$ cat src/rtl/w65_bus_pkg.sv
// w65_bus_pkg: shared types and memory-map constants for the 65C816 bus initiator
package w65_bus_pkg;
  typedef enum logic [1:0] {IDLE, PH1, PH2} state_t;
  typedef struct packed {
    logic [23:0] addr;
    logic        rwb;
    logic [7:0]  wdata;
    logic        vpa;
    logic        vda;
  } txn_t;
  localparam logic [15:0] ROM_BASE  = 16'hC000;
  localparam logic [15:0] RAM_TOP   = 16'h8000;
  localparam logic [15:0] ACIA_BASE = 16'h8000;
  localparam logic [15:0] ACIA_TOP  = 16'h8010;
endpackage

$ cat src/rtl/w65_phase_gen.sv
// w65_phase_gen: free-running PHI2 phase counter with phase-boundary strobes and stall hold
module w65_phase_gen #(
  parameter int PH1_CYCLES = 4,
  parameter int PH2_CYCLES = 4
) (
  input  logic CLK,
  input  logic RESB,
  input  logic stall,
  output logic phi2,
  output logic last_ph1,
  output logic first_ph2,
  output logic last_ph2
);
  localparam int TOT = PH1_CYCLES + PH2_CYCLES;
  localparam int CW  = $clog2(TOT);
  logic [CW-1:0] cnt, cnt_nx;
  assign last_ph1  = cnt == CW'(PH1_CYCLES - 1);
  assign first_ph2 = cnt == CW'(PH1_CYCLES);
  assign last_ph2  = cnt == CW'(TOT - 1);
  assign cnt_nx    = stall ? cnt : last_ph2 ? '0 : cnt + 1'b1;
  // PHI2 is registered from the next count so the pin never glitches on a decode
  always_ff @(posedge CLK or negedge RESB)
    if (!RESB) begin
      cnt  <= '0;
      phi2 <= 1'b0;
    end else begin
      cnt  <= cnt_nx;
      phi2 <= cnt_nx >= CW'(PH1_CYCLES);
    end
endmodule

$ cat src/rtl/w65_bus_initiator.sv
// w65_bus_initiator: 65C816 bus master running single read/write cycles from a valid/ready port.
// Define W65_RDY_STALL_EN to let RDY=0 stretch PHI2-high at the end of a cycle.
module w65_bus_initiator
  import w65_bus_pkg::*;
#(
  parameter int PH1_CYCLES = 4,
  parameter int PH2_CYCLES = 4
) (
  input  logic        CLK,
  input  logic        RESB,
  input  logic        req_valid,
  output logic        req_ready,
  input  logic [23:0] req_addr,
  input  logic        req_rwb,
  input  logic [7:0]  req_wdata,
  input  logic        req_vpa,
  input  logic        req_vda,
  output logic        rsp_valid,
  output logic [7:0]  rsp_rdata,
  output logic        PHI2,
  output logic [15:0] A,
  output logic        RWB,
  output logic        VDA,
  output logic        VPA,
  output logic [7:0]  d_out,
  output logic        d_oe,
  input  logic [7:0]  d_in,
  input  logic        RDY
);
  state_t state, state_nx;
  txn_t   txn;
  logic   last_ph1, first_ph2, last_ph2, stall, done;
`ifdef W65_RDY_STALL_EN
  assign stall = last_ph2 && !RDY;
`else
  logic rdy_unused;
  assign stall      = 1'b0;
  assign rdy_unused = RDY;
`endif
  w65_phase_gen #(.PH1_CYCLES(PH1_CYCLES), .PH2_CYCLES(PH2_CYCLES)) u_phase (
    .CLK       (CLK),
    .RESB      (RESB),
    .stall     (stall),
    .phi2      (PHI2),
    .last_ph1  (last_ph1),
    .first_ph2 (first_ph2),
    .last_ph2  (last_ph2)
  );
  assign req_ready = last_ph2 && !stall;
  assign done      = req_ready && state == PH2;
  always_comb
    state_nx = req_ready ? (req_valid ? PH1 : IDLE) : (state == PH1 && last_ph1) ? PH2 : state;
  always_ff @(posedge CLK or negedge RESB)
    if (!RESB) begin
      state     <= IDLE;
      txn       <= '0;
      rsp_valid <= 1'b0;
      rsp_rdata <= '0;
    end else begin
      state     <= state_nx;
      rsp_valid <= done;
      if (req_ready && req_valid) txn <= '{req_addr, req_rwb, req_wdata, req_vpa, req_vda};
      if (done && txn.rwb) rsp_rdata <= d_in;
    end
  // The txn register doubles as the bus hold; IDLE only masks the control strobes
  assign A     = txn.addr[15:0];
  assign RWB   = state == IDLE ? 1'b1 : txn.rwb;
  assign VDA   = state != IDLE && txn.vda;
  assign VPA   = state != IDLE && txn.vpa;
  assign d_oe  = (state == PH1 && !last_ph1) || (state == PH2 && !txn.rwb && !first_ph2);
  assign d_out = d_oe ? (state == PH1 ? txn.addr[23:16] : txn.wdata) : '0;
endmodule

$ cat config.mk
export PLATFORM = sky130hd
export DESIGN_NAME = w65_bus_initiator
export DESIGN_NICKNAME = d
export VERILOG_FILES = /design/src/rtl/w65_bus_pkg.sv /design/src/rtl/w65_phase_gen.sv /design/src/rtl/w65_bus_initiator.sv
export SDC_FILE = /design/constraint.sdc
export NUM_CORES = 1
export LEC_CHECK = 0
export ABC_AREA = 0
export BUFFER_PORTS_ARGS = -buffer_cell sky130_fd_sc_hd__buf_2
export CORE_ASPECT_RATIO = 1.25
export CORE_UTILIZATION = 48
export CTS_BUF_LIST = sky130_fd_sc_hd__clkbuf_16
export CTS_CLUSTER_SIZE = 28
export DETAILED_ROUTE_END_ITERATION = 16
export PLACE_DENSITY = 0.79
export SETUP_SLACK_MARGIN = 0.05
export SLEW_MARGIN = 30
export SYNTH_ARGS = -nofsm -noshare
export SYNTH_HDL_FRONTEND = slang
export SYNTH_SLANG_ARGS = --single-unit
export TNS_END_PERCENT = 100
$ cat constraint.sdc
create_clock -name CLK -period 2.1 [get_ports CLK]
set_input_delay 0.21 -clock CLK [delete_from_list [all_inputs] [get_ports CLK]]
set_output_delay 0.21 -clock CLK [all_outputs]
set_load 0.005 [all_outputs]
# ---- Word-level counts from Yosys, hierarchy flattened
# Cells that the tools add are included.
dict set report totals {
  memories 0
  latch_bits 0
  word_cells 40
  register_bits 50
  rom_bits 0
  ramBits 0
  input_bits 47
  out_inout_bits 39
}
dict set report op_classes {
  bitwise_logic 0
  div_mod_pow 0
  n_eq_ne 5
  n_mux 7
  add_sub_neg 1
  n_mul 0
  magnitude_cmp 1
  shift 0
  n_reduce_logical 16
}
# op count
set ops {}
lappend ops {{2-to-1 mux 8 bit} 2}
lappend ops {{logical AND 1 bit} 9}
lappend ops {{equality test 3 bit (second input constant)} 2}
lappend ops {{2-to-1 mux 2 bit} 2}
lappend ops {{nonzero test 2 bit} 2}
lappend ops {{adder 3 x 1 -> 3 bit (second input constant)} 1}
lappend ops {{equality test 3 x 2 -> 1 bit (second input constant)} 1}
lappend ops {{>= comparator 3 bit (second input constant)} 1}
lappend ops {{logical NOT 1 bit} 3}
lappend ops {{2-to-1 mux 3 bit} 1}
lappend ops {{equality test 2 x 1 -> 1 bit (second input constant)} 1}
lappend ops {{equality test 2 bit (second input constant)} 1}
lappend ops {{logical NOT 2 bit} 1}
lappend ops {{2-to-1 mux 1 bit} 2}
lappend ops {{logical OR 1 bit} 1}

# ---- Logic depth before layout (Yosys ltp)
dict set report logic_depth {
  word_depth 5
  ltp_mapped 5
  mapped_depth_nobuf 5
}

# ---- Cells and area by module
# From an unflattened synthesis, not the netlist that was laid out.
dict set report unflattened {
  cells_unflattened 171
  area_unflattened_um2 2253.4
}
# mod n_inst seq_area_each_um2 cells_per_inst area_each_um2
set by_module_without_submodules {}
lappend by_module_without_submodules {w65_bus_initiator 1 1151.1 153 2074.5}
lappend by_module_without_submodules {w65_phase_gen 1 75.1 18 178.9}

# ---- Least setup slack after synthesis
# OpenSTA, ideal clock, no wires.
dict set report synth_path {
  kind {register to register}
  start {register u_phase.cnt[0]}
  end {register txn, in the netlist A[0]}
  required_ns 1.975
  setup_slack_ns 0.443
  path_stages_with_launch 6
  setup_ns 0.125
  n_path_buf 1
  synth_period_minus_slack_ns 1.657
  t_arrival_ns 1.533
  path_cell_list {dfrtp_1 ha_1 ha_1 nand2_2 clkbuf_8 mux2_2}
}
dict set report synth_between {
  elab_chain_len 2
}
# item line
set synth_lines {}
lappend synth_lines {{start, declared} w65_phase_gen.sv:16} ;# logic [CW-1:0] cnt, cnt_nx;
lappend synth_lines {{start signal, assigned} w65_phase_gen.sv:27} ;# cnt <= cnt_nx;
lappend synth_lines {{equality test 3 bit} w65_phase_gen.sv:19} ;# assign last_ph2 = cnt == CW'(TOT - 1);
lappend synth_lines {{named net req_ready} w65_bus_initiator.sv:12} ;# output logic req_ready,
lappend synth_lines {{logical AND 1 bit} w65_bus_initiator.sv:62} ;# if (req_ready && req_valid) txn <= '{req_addr, req_rwb, req_wdata, req_vpa, req_vda};
lappend synth_lines {{end signal, assigned} w65_bus_initiator.sv:62}
lappend synth_lines {{end, declared} w65_bus_initiator.sv:31} ;# txn_t txn;
# The timed path passes the listed nets, and every way through them passes these cells.
# A chain may end at the register's enable or synchronous reset.

# ---- Worst setup path in the final report
dict set report layout_path {
  start {register u_phase.cnt[0]}
  end {output d_out[4]}
}
dict set report layout_between {
  elab_chain_len 5
  elab_cells_between_ends 8
  cone_classes {2 x eq/ne; 1 x mux; 5 x reduce/logical}
}
# item line
set layout_lines {}
lappend layout_lines {{equality test 3 x 2 -> 1 bit / equality test 3 bit (equally long branches)} {w65_phase_gen.sv:17, w65_phase_gen.sv:18}}
lappend layout_lines {{logical NOT 1 bit} w65_bus_initiator.sv:70} ;# assign d_oe = (state == PH1 && !last_ph1) || (state == PH2 && !txn.rwb && !first_ph2);
lappend layout_lines {{logical AND 1 bit} w65_bus_initiator.sv:70}
lappend layout_lines {{logical OR 1 bit (*)} w65_bus_initiator.sv:70}
lappend layout_lines {{2-to-1 mux 8 bit (*)} w65_bus_initiator.sv:71} ;# assign d_out = d_oe ? (state == PH1 ? txn.addr[23:16] : txn.wdata) : '0;
lappend layout_lines {{end, declared} w65_bus_initiator.sv:25} ;# output logic [7:0] d_out,
# Every way passes the cells marked *; elsewhere a longest branch is shown, timed or not.

==> flow_metrics.py <==
metrics = {
    "routing": {
        "wl_per_cell_um": 12.6,
        "firstDrtPassIters": 4,
        "drtIter0Drc": 31,
        "route.detailed.drc": 0,
        "avgViaCountPerCell": 4.76,
        "routed_wirelength_mm": 3.75,
        "vias": 1415,
        "ant_nets": 0,
    },
    "clock_network": {
        "clock-sinks": 49,
        "cts_tree": "done",
        "cts_buffers": 5,
        "cts.path.max_buffers": 2,
        "clk_latency_ns": 0.28,
        "htreeDepth": 2,
        "clkTransAtPathRegs_ns": 0.06,
        "root_buffer": "clkbuf_16",
    },
    "critical_path": {
        "worstPathMaxFanout": 9,
        "cp-start-kind": "register",
        "r2r_start": "u_phase.cnt[0]$_DFF_PN0_",
        "r2r_slack_ns": 0.34,
        "end_kind": "output port",
        "path_buf_inv": 1,
        "cp.arrival_ns": 1.67,
        "crit_family": "adder cells",
        "slowest_delay_ns": 0.39,
        "r2r_cells": 5,
        "path_common_cell": "ha_1",
        "critPathSlowestCell": "dfrtp_1",
        "path_cells": "ha_1 > ha_1 > a2bb2oi_4 > a21oi_1 > buf_2",
        "crit_type": "reg -> out",
        "timing.rr.end": "rsp_rdata[7]$_DFFE_PN0P_",
        "required_ns": 1.89,
    },
    "grt": {
        "grt_overflow": 0,
        "grt_max_degree": 50,
        "antenna_found_initial": 0,
        "grt_pass1_wl_mm": 6.33,
        "grt_pass1_vias": 1487,
        "grt_usage_pct": 17.1,
    },
    "yosys": {
        "async_reset_ff_share_pct": 100,
        "synth_common_cells": "dfrtp_1, mux2_2, buf_4, nand2_1, a21oi_1",
        "synth_top_area_cell": "dfrtp_1",
        "syn_inst": 165,
        "synthTopCellsByArea": "dfrtp_1, mux2_2, buf_4, nand2_1, ha_1",
        "synth-seq-cells": 49,
        "yosys.area_share.simple_pct": 7.41,
        "synth_top_family_by_area": "multiplexers",
        "synth-xor-area-share_pct": 0,
        "syn_nets": 216,
        "yosysWarningCount": 0,
        "syn_area_um2": 2180,
        "muxShareOfSynthArea_pct": 22.2,
        "synth_compound_area_share_pct": 2.99,
        "syn_area_per_cell_um2": 13.2,
        "yosys.area_share.adder_pct": 2.30,
        "synth_most_common_cell": "dfrtp_1",
        "synth_cell_types": 20,
        "ys_seq_area_share_pct": 56.3,
        "synthFlopType": "dfrtp_1",
        "yosysTopAreaCellShare_pct": 56.3,
        "synth_edf_count": 0,
    },
    "sta": {
        "hold_slack_ns": 0.156,
        "setup_tns_ns": 0,
        "hold_viol": 0,
        "slew_headroom_pct": 76.6,
        "fin_worst_skew_ns": 0.00325,
        "post-route-period-util_pct": 89.7,
        "rsz0062_at_grt": "false",
        "min_period_ns": 1.88,
        "tightest_slew_ns": 0.350,
        "slew_viol_final": 0,
        "setup_violations": 0,
        "fmax_mhz": 531,
    },
    "job": {
        "cap_viol_max_count": 0,
    },
    "layout": {
        "final_cell_count_no_fill": 297,
        "drive_above_1_share_pct": 59.4,
        "syn2layout_area_growth_pct": 24.2,
        "nNetsFinal": 291,
        "antennaDiodeCount": 0,
    },
    "placement": {
        "dp_hpwl_mm": 2.69,
        "placedCellCount": 290,
        "port-buffer-count": 84,
        "place.gp.congestion": 0.740,
    },
    "die": {
        "die_w_um": 62.3,
        "pin_count": 86,
        "num_rows": 27,
        "die_h_um": 77.3,
        "start_util_pct": 49.6,
        "die_area_um2": 4810,
        "core_area_um2": 4390,
    },
    "power": {
        "combPwrFrac_pct": 12.8,
        "power_switching_share_pct": 21.6,
        "sequentialPowerShare_pct": 52.2,
        "p_switching_w": 0.000447,
        "power_leakage_nw": 1.37,
        "power.density_nw_per_um2": 765,
        "power_frac_clock_pct": 35.0,
        "p_total_w": 0.00207,
        "ir_drop_v": 0.000548,
        "p_int_w": 0.00162,
    },
    "outcome": {
        "status": "complete, no violations",
    },
    "hold_path": {
        "holdPathEnd": "rsp_rdata[1]$_DFFE_PN0P_",
        "whs_path_depth": 2,
        "hold_path_class": "in -> reg",
        "hp-start": "d_in[1]",
    },
}
-- placed cells by master, fill, tap and decap left out, drive strengths merged --
cell type    Yosys  final
or2              1      1
and3b            1      1
nand2b           2      2
mux2            43     43
a2bb2oi          1      1
nand2           19     19
nor3b            1      1
inv              5      5
buf             17     88
clkbuf           4      5
nor2b            4      4
and2b            1      1
clkinv           0      1
a21oi            9      9
o21ai            1      1
nor2             3      3
dlygate4sd3      0      1
ha               4      4
dfrtp           49     49
-- per-layer routing --
layer / track usage (%) / share of wire (%)
met1: 19.0 / 41
met2: 30.9 / 52
met3: 5.06 / 5.6
met4: 5.81 / 1.4
met5: 0 / 0
-- kinds of logic after synthesis --
kind of cell | count (synthesis)
buf+inv | 26
mux | 43
compound gates | 11
simple gates | 32
flops | 49
fa+ha+maj | 4
-- area by class of cell --
| class | count | area, um2 |
|---|---|---|
| clock buffer | 5 | 125 |
| clock inverter | 1 | 5.00 |
| fill | 361 | 1690 |
| inverter | 5 | 18.8 |
| multi-input combinational | 90 | 772 |
| sequential | 49 | 1230 |
| tap | 58 | 72.6 |
| timing repair buffer | 89 | 485 |
-- worst reg2reg max path, delay by kind of cell (launching register included) --
kind	cells	cell delay, ns
adders and majority gates	2	0.50
muxes	1	0.35
and+or+nand+nor	2	0.41
DFF	1	0.39
-- power groups by stage --
stage / Sequential, W / Clock [W] / Combinational, W
after floorplan: 0.00109 / 0 / 0.000159
after global placement: 0.00109 / 0 / 0.000260
after detailed placement: 0.00110 / 0 / 0.000267
after CTS: 0.00108 / 0.000750 / 0.000270
after global routing: 0.00109 / 0.000782 / 0.000296
final: 0.00108 / 0.000724 / 0.000265
-- flip-flops by register name (all words and copies together), names as in the netlist --
signal       flops
u_phase.cnt      3
rsp_rdata        8
rsp_valid        1
txn             19
A               16
state            2
-- through the flow --
stage | area, um2 | util [%] | worst slack [ns]
5_1_grt | 2710 | 61.6 | 0.103
4_1_cts | 2690 | 61.3 | 0.177
2_1_floorplan | 2180 | - | 0.443
6_report | 2710 | 61.6 | 0.217
3_3_place_gp | 2550 | 58.1 | 0.380
3_5_place_dp | 2550 | 58.1 | 0.335
-- what timing repair did --
item                                    in CTS  in global routing
endpoints found under the hold margin       49                  0
hold buffers                                 1                  0
endpoints found under the setup margin       0                  1
buffers inserted                             0                  0
resized for setup                            0                  1
-- how the worst max path moves through the flow --
stage | start | to | slack [ns] | depth (start not counted)
floorplan | u_phase.cnt[0]$_DFF_PN0_ | A[0]$_DFFE_PN0P_ | 0.44 | 5
global placement | u_phase.cnt[0]$_DFF_PN0_ | rsp_rdata[3]$_DFFE_PN0P_ | 0.38 | 5
detailed placement | u_phase.cnt[0]$_DFF_PN0_ | rsp_rdata[5]$_DFFE_PN0P_ | 0.34 | 5
CTS | u_phase.cnt[0]$_DFF_PN0_ | d_out[4] | 0.18 | 5
global route | u_phase.cnt[0]$_DFF_PN0_ | d_out[4] | 0.10 | 5
finish | u_phase.cnt[0]$_DFF_PN0_ | d_out[4] | 0.22 | 5
(Power assumes the default switching activity.)
